`config.mk`:
```
export PLATFORM = sky130hd
export DESIGN_NAME = spi_txn_arbiter_flat
export DESIGN_NICKNAME = d
export VERILOG_FILES = /design/src/rtl/spi_txn_arbiter_if.sv /design/src/rtl/spi_txn_arbiter.sv /design/src/flat_wrapper.sv
export SDC_FILE = /design/constraint.sdc
export NUM_CORES = 1
export LEC_CHECK = 0
export ABC_AREA = 1
export CAP_MARGIN = 0
export CORE_ASPECT_RATIO = 1.75
export CORE_MARGIN = 1
export CORE_UTILIZATION = 40
export CTS_BUF_LIST = sky130_fd_sc_hd__clkbuf_16
export DETAILED_ROUTE_END_ITERATION = 12
export PLACE_DENSITY = 0.78
export SYNTH_ARGS = -nofsm -noshare
export SYNTH_HDL_FRONTEND = slang
export SYNTH_SLANG_ARGS = --single-unit
```
`constraint.sdc`:
```
create_clock -name pclk_i -period 5.3 [get_ports pclk_i]
set_input_delay 0.795 -clock pclk_i [delete_from_list [all_inputs] [get_ports pclk_i]]
set_output_delay 0.795 -clock pclk_i [all_outputs]
set_load 0.05 [all_outputs]
```
`src/rtl/spi_txn_arbiter_if.sv`:
```
// Request/grant and SPI engine handshake bundle for spi_txn_arbiter.
// The slave modport is the arbiter's view; master is the requester/engine side.
interface spi_txn_arbiter_if #(
    parameter int NUM_REQ  = 3,
    parameter int NUM_BITS = 8
);
    logic [NUM_REQ-1:0]          req_i;
    logic [NUM_REQ*NUM_BITS-1:0] req_addr_i;
    logic [NUM_REQ*NUM_BITS-1:0] req_wdata_i;
    logic [NUM_REQ-1:0]          gnt_o;
    logic [NUM_REQ-1:0]          ack_o;
    logic [NUM_REQ-1:0]          err_o;
    logic [NUM_BITS-1:0]         rdata_o;
    logic                        spi_start_o;
    logic [NUM_BITS-1:0]         spi_addr_o;
    logic [NUM_BITS-1:0]         spi_wdata_o;
    logic [2:0]                  spi_cs_o;
    logic                        spi_done_i;
    logic [NUM_BITS-1:0]         spi_rdata_i;

    modport slave (
        input  req_i, req_addr_i, req_wdata_i, spi_done_i, spi_rdata_i,
        output gnt_o, ack_o, err_o, rdata_o, spi_start_o, spi_addr_o,
               spi_wdata_o, spi_cs_o
    );

    modport master (
        output req_i, req_addr_i, req_wdata_i, spi_done_i, spi_rdata_i,
        input  gnt_o, ack_o, err_o, rdata_o, spi_start_o, spi_addr_o,
               spi_wdata_o, spi_cs_o
    );
endinterface

```
`src/rtl/spi_txn_arbiter.sv`:
```
// Round-robin arbiter that hands one requester at a time to a single SPI engine,
// with a bounded wait for the engine's completion pulse.
module spi_txn_arbiter #(
    parameter int NUM_REQ  = 3,
    parameter int NUM_BITS = 8,
    parameter int TIMEOUT  = 255
) (
    input logic pclk_i,
    input logic prst_i,
    spi_txn_arbiter_if.slave bus
);
    localparam int IDX_W = (NUM_REQ > 1) ? $clog2(NUM_REQ) : 1;
    localparam logic [IDX_W-1:0] LAST_IDX    = IDX_W'(NUM_REQ - 1);
    localparam logic [7:0]       TIMEOUT_CNT = 8'(TIMEOUT);

    typedef enum logic [5:0] {
        ST_IDLE     = 6'b000001,
        ST_GRANT    = 6'b000010,
        ST_START    = 6'b000100,
        ST_WAIT     = 6'b001000,
        ST_COMPLETE = 6'b010000,
        ST_ERROR    = 6'b100000
    } state_t;

    state_t              state;
    logic [IDX_W-1:0]    last_gnt;
    logic [IDX_W-1:0]    winner;
    logic [IDX_W-1:0]    pick;
    logic [IDX_W-1:0]    cand;
    logic                found;
    logic [7:0]          count;
    logic [NUM_REQ-1:0]  pick_onehot;
    logic [NUM_BITS-1:0] addr_arr  [NUM_REQ];
    logic [NUM_BITS-1:0] wdata_arr [NUM_REQ];

    for (genvar g = 0; g < NUM_REQ; g++) begin : g_slice
        assign addr_arr[g]  = bus.req_addr_i[g*NUM_BITS +: NUM_BITS];
        assign wdata_arr[g] = bus.req_wdata_i[g*NUM_BITS +: NUM_BITS];
    end

    // Search starts just after the last winner so every requester gets a turn.
    always_comb begin
        pick  = '0;
        cand  = '0;
        found = 1'b0;
        for (int k = 1; k <= NUM_REQ; k++) begin
            cand = IDX_W'((int'(last_gnt) + k) % NUM_REQ);
            if (!found && bus.req_i[cand]) begin
                found = 1'b1;
                pick  = cand;
            end
        end
    end

    assign pick_onehot = NUM_REQ'(1) << pick;

    always_ff @(posedge pclk_i or negedge prst_i) begin
        if (!prst_i) begin
            state           <= ST_IDLE;
            last_gnt        <= LAST_IDX;
            winner          <= '0;
            count           <= '0;
            bus.gnt_o       <= '0;
            bus.ack_o       <= '0;
            bus.err_o       <= '0;
            bus.rdata_o     <= '0;
            bus.spi_start_o <= 1'b0;
            bus.spi_addr_o  <= '0;
            bus.spi_wdata_o <= '0;
            bus.spi_cs_o    <= '0;
        end else begin
            bus.ack_o       <= '0;
            bus.err_o       <= '0;
            bus.spi_start_o <= 1'b0;
            unique case (state)
                ST_IDLE: begin
                    if (found) begin
                        winner          <= pick;
                        bus.gnt_o       <= pick_onehot;
                        bus.spi_cs_o    <= 3'(pick_onehot);
                        bus.spi_addr_o  <= addr_arr[pick];
                        bus.spi_wdata_o <= wdata_arr[pick];
                        state           <= ST_GRANT;
                    end
                end
                ST_GRANT: begin
                    bus.spi_start_o <= 1'b1;
                    state           <= ST_START;
                end
                ST_START: begin
                    count <= '0;
                    state <= ST_WAIT;
                end
                // A done arriving on the timeout cycle still counts as a completion.
                ST_WAIT: begin
                    if (bus.spi_done_i) begin
                        if (!bus.spi_addr_o[7]) begin
                            bus.rdata_o <= bus.spi_rdata_i;
                        end
                        bus.ack_o <= bus.gnt_o;
                        state     <= ST_COMPLETE;
                    end else if (count == TIMEOUT_CNT) begin
                        bus.err_o <= bus.gnt_o;
                        state     <= ST_ERROR;
                    end else begin
                        count <= count + 8'd1;
                    end
                end
                ST_COMPLETE, ST_ERROR: begin
                    bus.gnt_o    <= '0;
                    bus.spi_cs_o <= '0;
                    last_gnt     <= winner;
                    state        <= ST_IDLE;
                end
                default: state <= ST_IDLE;
            endcase
        end
    end
endmodule

```
`src/flat_wrapper.sv`:
```
// flat-port wrapper written by rule: the top's interface ports become plain ports
module spi_txn_arbiter_flat 
#(
    parameter int NUM_REQ  = 3,
    parameter int NUM_BITS = 8,
    parameter int TIMEOUT  = 255
)
  (pclk_i, prst_i, bus_req_i, bus_req_addr_i, bus_req_wdata_i, bus_spi_done_i, bus_spi_rdata_i, bus_gnt_o, bus_ack_o, bus_err_o, bus_rdata_o, bus_spi_start_o, bus_spi_addr_o, bus_spi_wdata_o, bus_spi_cs_o);
  spi_txn_arbiter_if #(.NUM_REQ(NUM_REQ), .NUM_BITS(NUM_BITS)) bus_i ();
  input logic pclk_i;
  input logic prst_i;
  input wire logic [$bits(bus_i.req_i)-1:0] bus_req_i;
  input wire logic [$bits(bus_i.req_addr_i)-1:0] bus_req_addr_i;
  input wire logic [$bits(bus_i.req_wdata_i)-1:0] bus_req_wdata_i;
  input wire logic [$bits(bus_i.spi_done_i)-1:0] bus_spi_done_i;
  input wire logic [$bits(bus_i.spi_rdata_i)-1:0] bus_spi_rdata_i;
  output wire logic [$bits(bus_i.gnt_o)-1:0] bus_gnt_o;
  output wire logic [$bits(bus_i.ack_o)-1:0] bus_ack_o;
  output wire logic [$bits(bus_i.err_o)-1:0] bus_err_o;
  output wire logic [$bits(bus_i.rdata_o)-1:0] bus_rdata_o;
  output wire logic [$bits(bus_i.spi_start_o)-1:0] bus_spi_start_o;
  output wire logic [$bits(bus_i.spi_addr_o)-1:0] bus_spi_addr_o;
  output wire logic [$bits(bus_i.spi_wdata_o)-1:0] bus_spi_wdata_o;
  output wire logic [$bits(bus_i.spi_cs_o)-1:0] bus_spi_cs_o;
  assign bus_i.req_i = bus_req_i;
  assign bus_i.req_addr_i = bus_req_addr_i;
  assign bus_i.req_wdata_i = bus_req_wdata_i;
  assign bus_i.spi_done_i = bus_spi_done_i;
  assign bus_i.spi_rdata_i = bus_spi_rdata_i;
  assign bus_gnt_o = bus_i.gnt_o;
  assign bus_ack_o = bus_i.ack_o;
  assign bus_err_o = bus_i.err_o;
  assign bus_rdata_o = bus_i.rdata_o;
  assign bus_spi_start_o = bus_i.spi_start_o;
  assign bus_spi_addr_o = bus_i.spi_addr_o;
  assign bus_spi_wdata_o = bus_i.spi_wdata_o;
  assign bus_spi_cs_o = bus_i.spi_cs_o;
  spi_txn_arbiter #(.NUM_REQ(NUM_REQ), .NUM_BITS(NUM_BITS), .TIMEOUT(TIMEOUT)) u_core (.pclk_i(pclk_i), .prst_i(prst_i), .bus(bus_i));
endmodule
```
==> impl_table.tex <==
\begin{tabular}{lr}
\hline
Metric & Value \\
\hline
\multicolumn{2}{l}{\textbf{Logic synthesis}} \\
\quad Synthesis-stage register bit count & 52 \\
\quad Synth area leader & dfrtp\_1 \\
\quad Fraction of post-synthesis cell area in the top cell type by area & 42.9\% \\
\quad Leading cell types by total area after synthesis & dfrtp\_1 (43\%), inv\_1 (7.1\%), nand3\_1 (7.0\%) \\
\quad Total number of yosys warnings & 0 \\
\quad Share of synthesized area spent on multiplexers & 3.60\% \\
\quad Count of distinct cell types in the synthesized netlist & 38 \\
\quad Cell count after synthesis & 349 \\
\quad Cell area after synthesis & 2920 µm² \\
\quad Synthesized netlist net count & 416 \\
\quad Sequential area share after synthesis & 44.7\% \\
\quad Adder-Cell Fraction of Synth Area & 2.14\% \\
\quad Post-synthesis average cell area & 8.36 µm² \\
\quad Fraction of the mapped netlist area in compound gates & 10.8\% \\
\quad Synthesized-area fraction occupied by and/or/nand/nor cells & 27.0\% \\
\quad Dominant combinational cell family by area after synthesis & simple AND/OR/NAND/NOR gates \\
\quad Post-synthesis xor/xnor area fraction & 0.300\% \\
\multicolumn{2}{l}{\textbf{Setup path}} \\
\quad Kind of capture point of the worst setup path & flop \\
\quad Worst setup SP type & input pin \\
\quad Required @ worst endpoint & 5.47 ns \\
\quad Data arrival time of the worst path & 2.96 ns \\
\quad CP Class & input pin to flop \\
\quad Max FO, Critical Path & 23 \\
\multicolumn{2}{l}{\textbf{Power}} \\
\quad Design internal power & 1.40 mW \\
\quad Sequential Power Share & 23.0\% \\
\quad Power Dens Cells & 660 nW/µm² \\
\quad Switching pwr & 1.32 mW \\
\quad LEAKAGE & 1.99 nW \\
\quad Proportion of power drawn by combinational gates & 60.2\% \\
\quad VDD IR max & 0.339 mV \\
\quad Clock network fraction of total power & 16.8\% \\
\quad Power Total & 2.72 mW \\
\quad Sw Ratio & 48.6\% \\
\multicolumn{2}{l}{\textbf{Timing}} \\
\quad Worst clock skew on the final layout & 0.00343 ns \\
\quad Highest achievable clock rate & 359 MHz \\
\quad Final setup viols & 0 \\
\quad Final-layout setup total negative slack & 0 ns \\
\quad Final count of hold timing violations & 0 \\
\quad Smallest hold slack & 0.488 ns \\
\quad Pins Over Slew Limit & 0 \\
\quad Max-Slew Margin vs Limit & 49.4\% \\
\quad Final critical-path share of the clock period & 52.5\% \\
\quad Time the final worst path needs with I/O delays and setup & 2.78 ns \\
\quad RSZ-0062 raised after global routing & false \\
\quad Worst Setup Slack, final & 2.52 ns \\
\quad Transition time at the pin with the least slew margin & 0.758 ns \\
\multicolumn{2}{l}{\textbf{Detailed routing}} \\
\quad Wirelength, routed & 7.01 mm \\
\quad Drt first pass iters & 6 \\
\quad Initial detailed-routing violation count & 120 \\
\quad DRC & 0 \\
\quad Via count & 2,624 \\
\quad Via count normalized by instance count & 4.97 \\
\quad WL/cell & 13.3 µm \\
\quad Antenna-violating nets left & 0 \\
\multicolumn{2}{l}{\textbf{CTS}} \\
\quad Number of buffers created by CTS & 5 \\
\quad Root buffer cell & clkbuf\_16 \\
\quad H-Tree Level Count & 2 \\
\quad Clock input transition at the sequential cells of the worst setup and hold paths & 0.07 ns \\
\quad Bufs on Longest Clock Path & 2 \\
\quad Sink Count & 52 \\
\quad Post-CTS setup buffer count & 0 \\
\quad Clk Latency, worst-skew pair & 0.29 ns \\
\quad Gates resized, CTS repair & 0 \\
\quad CTS Hold Buffers Added & 0 \\
\quad Clock tree from TritonCTS & built \\
\multicolumn{2}{l}{\textbf{Final layout}} \\
\quad Filler Cell Count & 606 \\
\quad Post-route insts no fill & 528 \\
\quad Fraction of layout instances using a drive strength above 1 & 12.4\% \\
\quad Post-layout net count & 510 \\
\quad End-of-flow core utilization & 59.3\% \\
\quad Area added between synthesis and finish & 41.2\% \\
\quad Diodes inserted & 0 \\
\quad Post-route cell area & 4120 µm² \\
\multicolumn{2}{l}{\textbf{Flow run}} \\
\quad Max capacitance violation total & 0 \\
\multicolumn{2}{l}{\textbf{Global routing}} \\
\quad Global-route wire length before repair & 11.7 mm \\
\quad Overall track demand over capacity in global routing & 20.0\% \\
\quad Number of global-route vias before repair & 2,576 \\
\quad Pin count of the biggest net entering global routing & 53 \\
\quad Remaining global-route overflow & 0 \\
\quad Initial antenna violation count & 0 \\
\multicolumn{2}{l}{\textbf{Floorplanning}} \\
\quad Number of standard-cell rows in the floorplan & 40 \\
\quad Boundary pin count & 99 \\
\quad Total Die Area & 7660 µm² \\
\quad Die span in y & 115 µm \\
\quad Core box area & 6960 µm² \\
\quad Effective utilization at floorplan & 42.0\% \\
\quad Horizontal extent of the die & 66.6 µm \\
\multicolumn{2}{l}{\textbf{Place}} \\
\quad Worst setup timing slack at the placement stage & 2.22 ns \\
\quad Sum of net half-perimeters after detailed placement & 5.50 mm \\
\quad Global placement routability congestion & 0.945 \\
\quad DP Area & 3910 µm² \\
\quad Cells after DPL & 520 \\
\quad Input/output buffers & 98 \\
\multicolumn{2}{l}{\textbf{Outcome}} \\
\quad Status & completed \\
\multicolumn{2}{l}{\textbf{Worst hold path}} \\
\quad Min-Delay Path Class & flop to flop \\
\hline
\end{tabular}
[Yosys cell counts, drive strengths merged]
library cell / number
inv: 61
nand2: 55
nand3: 52
dfrtp: 50
a21oi: 39
nor2: 38
buf: 12
mux2: 8
o21ai: 8
nor3: 6
ha: 5
nand4: 3
dfstp: 2
a21boi: 1
a31oi: 1
nand3b: 1
nor4: 1
o21bai: 1
o22ai: 1
o31ai: 1
o41ai: 1
or2: 1
xor2: 1
[flip-flops by register name, summed over array words and instances (netlist names)]
signal                  flops
u_core.last_gnt             2
u_core.bus.spi_wdata_o      8
u_core.bus.spi_start_o      1
u_core.bus.ack_o            3
u_core.bus.spi_addr_o       8
u_core.winner               2
u_core.bus.gnt_o            3
u_core.bus.rdata_o          8
u_core.state                6
u_core.count                8
u_core.bus.err_o            3
[worst paths after layout]
kind,to,cells after the start,from,slack [ns]
setup / recovery,u_core.bus.spi_wdata_o[7]$_DFFE_PN0P_,9,bus_req_i[0],2.52
hold / removal,u_core.count[7]$_DFFE_PN0P_,2,u_core.count[7]$_DFFE_PN0P_,0.49
setup reg to reg,u_core.bus.spi_wdata_o[7]$_DFFE_PN0P_,10,u_core.last_gnt[1]$_DFFE_PN1N_,2.63
hold reg to reg,u_core.count[7]$_DFFE_PN0P_,2,u_core.count[7]$_DFFE_PN0P_,0.49
max in group asynchronous,u_core.state[2]$_DFFE_PN0P_,2,prst_i,4.27
min in group asynchronous,u_core.bus.rdata_o[7]$_DFFE_PN0P_,2,prst_i,0.61
[layer usage]
metal / vias to the layer above / part of all wire (%) / global-route usage [%]
met4: 0 / 2.1 / 7.23
li1: 1303 / - / -
met1: 1219 / 35 / 21.7
met2: 92 / 59 / 38.0
met5: - / 0 / 0
met3: 10 / 4.0 / 2.78
[cell type report]
type                    count  area (µm²)  share of cell area, %
well taps                  84         105                   2.55
clock buffers               5         125                   3.03
repair buffers             99         983                   23.9
clock inverters             3        90.1                   2.19
flip-flops and latches     52        1300                   31.6
multi-input cells         224        1280                   31.1
inverters                  61         234                   5.68
[cell families (layout without fill, tap and decap cells)]
group	count (synthesis)	in the layout
simple gates	157	157
buf+inv	73	168
compound gates	53	53
flops	52	52
mux	8	8
fa+ha+maj	5	5
xor+xnor	1	1
[power groups by stage]
stage	sequential, mW	combinational [mW]	clock [mW]
2_1_floorplan	0.960	0.919	0
3_3_place_gp	0.627	1.61	0
3_5_place_dp	0.631	1.64	0
4_1_cts	0.627	1.65	0.464
6_report	0.626	1.64	0.458
5_1_grt	0.643	1.77	0.480
[cells in the final DEF (no fill, tap or decap), drive strengths merged, types with 6 or more instances in the layout]
master	Yosys	routed
a21oi	39	39
nand3	52	52
mux2	8	8
nor2	38	38
nor3	6	6
dfrtp	50	50
o21ai	8	8
clkdlybuf4s50	0	97
inv	61	61
nand2	55	55
[critical path, stage by stage]
cell	delay, ns
clkdlybuf4s50_1	0.46
nor2_1	0.14
nor2_1	0.07
a21boi_2	0.24
nand3_1	0.10
nand2_1	0.57
inv_2	0.31
nor2_1	0.22
a21oi_2	0.04
(Power assumes the default switching activity.)
==> edit 1: new RTL, same flow settings <==
Re-encode `state_t` (6 states) as binary, 3 bits wide.
--- a/src/rtl/spi_txn_arbiter.sv
+++ b/src/rtl/spi_txn_arbiter.sv
@@ -13,13 +13,13 @@
     localparam logic [IDX_W-1:0] LAST_IDX    = IDX_W'(NUM_REQ - 1);
     localparam logic [7:0]       TIMEOUT_CNT = 8'(TIMEOUT);
 
-    typedef enum logic [5:0] {
-        ST_IDLE     = 6'b000001,
-        ST_GRANT    = 6'b000010,
-        ST_START    = 6'b000100,
-        ST_WAIT     = 6'b001000,
-        ST_COMPLETE = 6'b010000,
-        ST_ERROR    = 6'b100000
+    typedef enum logic [2:0] {
+        ST_IDLE     = 3'd0,
+        ST_GRANT    = 3'd1,
+        ST_START    = 3'd2,
+        ST_WAIT     = 3'd3,
+        ST_COMPLETE = 3'd4,
+        ST_ERROR    = 3'd5
     } state_t;
 
     state_t              state;
Formal check against the unedited RTL: no difference found for any inputs over 4 cycles, from zero or initial values and one cycle with prst_i low; so few cycles prove little.
==> edit 1 against the original RTL <==
- die area shrank 3.7%
- wire length rose by 0.87%
- final area fell by 4.0%
- first-iteration DRC count up 4.2%
- non-clock buffer count decreased by 1
- combinational power up 13%
- core utilization down 1.1 points
- critical path type unchanged
- total power up 4.2%
- area after synthesis down 3.8%
- sequential cell count down 3
- count of clock-buffer cells in the layout unchanged
- highest routed layer unchanged
- setup slack better by 130 ps
==> edit 1: results (changes against the original RTL) <==
total power draw -> 0.00284 W (was 0.00272 W)
Non-clock buffering overhead -> 0.247 (was 0.239)
status -> complete, no violations (unchanged)
syn avg cell area -> 8.26 µm² (was 8.36 µm²)
largest net degree at the start of global routing -> 50 (was 53)
Non-clk bufs -> 98 (was 99)
most common library cells after synthesis -> 60 x inv_1, 48 x dfrtp_1, 47 x nand2_1 (was 55 x inv_1, 50 x dfrtp_1, 49 x nand2_1)
Max FO, Critical Path -> 17 (was 23)
slowest stage cell, crit path -> clkdlybuf4s50_1 (was nand2_1)
share of cells above drive strength 1 -> 0.124 (about the same)
routability cong. -> 0.924 (was 0.945)
Layout Cells excl Fill -> 518 (was 528)
Unique masters post-synth -> 33 (was 38)
core area -> 0.00681 mm² (was 0.00696 mm²)
first-pass GRT wire length -> 11.8 mm (was 11.7 mm)
crit path DAT -> 2820 ps (was 2960 ps)
Max IR drop VDD -> 0.338 mV (was 0.339 mV)
P_seq -> 0.000625 W (was 0.000626 W)
DP HPWL -> 5.45 mm (was 5.50 mm)
placed insts -> 510 (was 520)
count of multi-input gates -> 216 (was 224)
post-synthesis compound-gate area fraction -> 0.116 (was 0.108)
Synth Area in Adders -> 0.0223 (was 0.0214)
post-synthesis mux area share -> 0.0321 (was 0.0360)
Sw Ratio -> 0.522 (was 0.486)
vias in the first global route -> 2673 (was 2576)
main area contributors after synthesis -> dfrtp_1 43%, inv_1 8.0%, nand3_1 6.4%, nand2_1 6.3%, a21oi_1 5.0% (was dfrtp_1 43%, inv_1 7.1%, nand3_1 7.0%, nand2_1 6.3%, a21oi_1 5.1%)
DRT Pass-1 Iters -> 4 (was 6)
leakage power -> 1.88 nW (was 1.99 nW)
sequential cell area share -> 0.310 (was 0.316)
Setup WS pre-CTS -> 2370 ps (was 2220 ps)
final wirelength -> 7.07 mm (was 7.01 mm)
clock skew -> 7.83 ps (was 3.43 ps)
Layout Nets -> 500 (was 510)
Vias -> 2607 (was 2624)
All-Layer GR Usage -> 0.205 (was 0.200)
Final Cell Area -> 0.00396 mm² (was 0.00412 mm²)
[edit 1: path summary, 6_finish.rpt]
| path | startpoint | end | slack [ps] | cells after the start |
|---|---|---|---|---|
| max | bus_req_i[2] | u_core.bus.spi_addr_o[7] | 2650 | 10 |
| min | u_core.winner[1] | u_core.winner[1] | 500 | 1 |
| max reg2reg | u_core.last_gnt[0] | u_core.bus.spi_addr_o[7] | 2850 | 10 |
| min reg2reg | u_core.winner[1] | u_core.winner[1] | 500 | 1 |
| max in group asynchronous | prst_i | u_core.state[0] | 3930 | 1 |
| min in group asynchronous | prst_i | u_core.bus.rdata_o[6] | 700 | 1 |
[edit 1: metal layers]
metal / wire length (µm) / GRT usage / vias to the layer above / share of wire
met4: 227 / 0.103 / 0 / 0.032
met1: 2530 / 0.207 / 1233 / 0.36
met2: 4040 / 0.393 / 92 / 0.57
li1: - / - / 1265 / -
met3: 274 / 0.0262 / 17 / 0.039
met5: 0 / 0 / - / 0
==> edit 2: new RTL, same flow settings <==
Without the edit above. `NUM_BITS` is set to 8 in 3 places; all go to 10.
--- a/src/rtl/spi_txn_arbiter_if.sv
+++ b/src/rtl/spi_txn_arbiter_if.sv
@@ -2,7 +2,7 @@
 // The slave modport is the arbiter's view; master is the requester/engine side.
 interface spi_txn_arbiter_if #(
     parameter int NUM_REQ  = 3,
-    parameter int NUM_BITS = 8
+    parameter int NUM_BITS = 10
 );
     logic [NUM_REQ-1:0]          req_i;
     logic [NUM_REQ*NUM_BITS-1:0] req_addr_i;
--- a/src/rtl/spi_txn_arbiter.sv
+++ b/src/rtl/spi_txn_arbiter.sv
@@ -2,7 +2,7 @@
 // with a bounded wait for the engine's completion pulse.
 module spi_txn_arbiter #(
     parameter int NUM_REQ  = 3,
-    parameter int NUM_BITS = 8,
+    parameter int NUM_BITS = 10,
     parameter int TIMEOUT  = 255
 ) (
     input logic pclk_i,
--- a/src/flat_wrapper.sv
+++ b/src/flat_wrapper.sv
@@ -2,7 +2,7 @@
 module spi_txn_arbiter_flat 
 #(
     parameter int NUM_REQ  = 3,
-    parameter int NUM_BITS = 8,
+    parameter int NUM_BITS = 10,
     parameter int TIMEOUT  = 255
 )
   (pclk_i, prst_i, bus_req_i, bus_req_addr_i, bus_req_wdata_i, bus_spi_done_i, bus_spi_rdata_i, bus_gnt_o, bus_ack_o, bus_err_o, bus_rdata_o, bus_spi_start_o, bus_spi_addr_o, bus_spi_wdata_o, bus_spi_cs_o);
Ports: changed (6 resized); port bits go from 99 to 119. The function was not compared with the original's and may differ.
==> edit 2 against the original RTL <==
- final area rose by 17%
- die area increased by 15%
- wire length grew 23%
- sequential share of layout area decreased by 1.4 points
- sequential cell count increased by 6
- total power grew 27%
- setup slack got worse by 170 ps
- area after synthesis rose by 16%
- critical path type unchanged
- critical endpoint is now u_core.winner[1]
==> edit 2: results (changes against the original RTL) <==
post-CTS setup buffer count -> 0 (unchanged)
Synth Area in Adders -> 0.0185 (was 0.0214)
Placed Instance Area -> 0.00453 mm² (was 0.00391 mm²)
Slew HR -> 0.445 (was 0.494)
post-synthesis compound-gate area fraction -> 0.111 (was 0.108)
first-pass GRT wire length -> 13.7 mm (was 11.7 mm)
Worst Hold Class -> flip-flop to flip-flop (unchanged)
DP HPWL -> 6.52 mm (was 5.50 mm)
main area contributors after synthesis -> dfrtp_1 42%, inv_1 7.3%, nand3_1 7.0%, nand2_1 5.6%, a21oi_2 4.9% (was dfrtp_1 43%, inv_1 7.1%, nand3_1 7.0%, nand2_1 6.3%, a21oi_1 5.1%)
largest registers -> u_core.bus.rdata_o (10), u_core.bus.spi_addr_o (10), u_core.bus.spi_wdata_o (10)
Gates resized, CTS repair -> 0 (unchanged)
slowest stage cell, crit path -> inv_2 (was nand2_1)
status -> complete, no violations (unchanged)
post-synthesis mux area share -> 0.0512 (was 0.0360)
share of cells above drive strength 1 -> 0.160 (was 0.124)
clock latency on the worst-skew pair -> 330 ps (was 290 ps)
largest net degree at the start of global routing -> 59 (was 53)
post-synthesis sequential area ratio -> 0.431 (was 0.447)
XOR/XNOR share of the synthesized area -> 0.00519 (was 0.00300)
Yosys warning count -> 0 (unchanged)
initial drt markers -> 208 (was 120)
root buf cell -> clkbuf_16 (unchanged)
routability cong. -> 0.849 (was 0.945)
most common library cells after synthesis -> 66 x inv_1, 56 x dfrtp_1, 50 x nand2_1 (was 55 x inv_1, 50 x dfrtp_1, 49 x nand2_1)
slowest stage delay, CP -> 560 ps
Layout Nets -> 588 (was 510)
CTS max path bufs -> 2 (unchanged)
asr flop ratio synth -> 1.00 (unchanged)
diodes inserted -> 0 (unchanged)
fillers -> 729 (was 606)
Clk pin slew, worst setup/hold paths -> 50 ps (was 70 ps)
Synth Flop Type -> dfrtp_1 (unchanged)
All-Layer GR Usage -> 0.205 (was 0.200)
clock skew -> 4.00 ps (was 3.43 ps)
Max FO, Critical Path -> 25 (was 23)
DRT Pass-1 Iters -> 4 (was 6)
crit path DAT -> 3160 ps (was 2960 ps)
final wirelength -> 8.64 mm (was 7.01 mm)
total CTS buffers -> 9 (was 5)
syn nets -> 476 (was 416)
H-tree depth -> 3 (was 2)
Unique masters post-synth -> 35 (was 38)
port bufs -> 118 (was 98)
Max IR drop VDD -> 0.397 mV (was 0.339 mV)
Vias -> 3061 (was 2624)
ANT nets after route -> 0 (unchanged)
leakage power -> 2.35 nW (was 1.99 nW)
initial antenna violation count -> 0 (unchanged)
vias in the first global route -> 2998 (was 2576)
[edit 2: changes by cell type after synthesis, sizes merged, moves of 4 or more]
cell / before / now
a21oi: 39 / 45
dfrtp: 50 / 56
mux2: 8 / 12
nand3: 52 / 59
inv: 61 / 70
nand2: 55 / 59
buf: 12 / 18
[edit 2: final timing paths]
kind	startpoint	endpoint	slack, ps	cells past startpoint
min in group asynchronous	prst_i	u_core.count[5]	600	2
worst max-delay path	bus_req_i[2]	u_core.winner[1]	2350	9
worst min-delay path	u_core.bus.rdata_o[2]	u_core.bus.rdata_o[2]	500	1
max in group asynchronous	prst_i	u_core.count[0]	4190	2
worst min register to register	u_core.bus.rdata_o[2]	u_core.bus.rdata_o[2]	500	1
worst max register to register	u_core.last_gnt[1]	u_core.bus.gnt_o[1]	2450	10
[edit 2: final cells by class]
class                           count  area [µm²]  area share
Clock buffer                        9         225      0.0468
Clock inverter                      7        60.1      0.0125
Inverter                           70         263      0.0546
Multi-Input combinational cell    249        1510       0.314
Sequential cell                    58        1450       0.302
Tap cell                           92         115      0.0239
Timing Repair Buffer              119        1180       0.246
[edit 2: critical path, delay by kind of cell]
| kind | cells | cell delay (ps) |
|---|---|---|
| buffers and inverters | 3 | 1170 |
| AND/OR/NAND/NOR | 4 | 890 |
| AO/OA/AOI/OAI | 2 | 300 |
[edit 2: through the flow]
stage	worst slack [ps]	cells
after floorplan	3420	395
after global placement	2110	588
after detailed placement	2010	588
after CTS	2360	604
after global routing	2180	604
final	2350	604
[edit 2: power breakdown]
part | internal, W | switching (W) | total [W] | leakage, nW
logic | 0.000709 | 0.00146 | 0.00217 | 1.48
clock network | 0.000357 | 0.000200 | 0.000557 | 0.140
registers | 0.000612 | 0.000101 | 0.000713 | 0.730
[edit 2: per-layer routing]
layer,vias to the layer above,share of wire,track usage
met5,-,0,0
met4,0,0.044,0.125
met3,31,0.051,0.0473
met2,107,0.54,0.370
met1,1427,0.37,0.213
li1,1496,-,-
[edit 2: logic make-up after synthesis]
group / count (synthesis)
simple gates: 173
fa+ha+maj: 5
buf+inv: 88
flops: 58
compound gates: 57
xor+xnor: 2
mux: 12
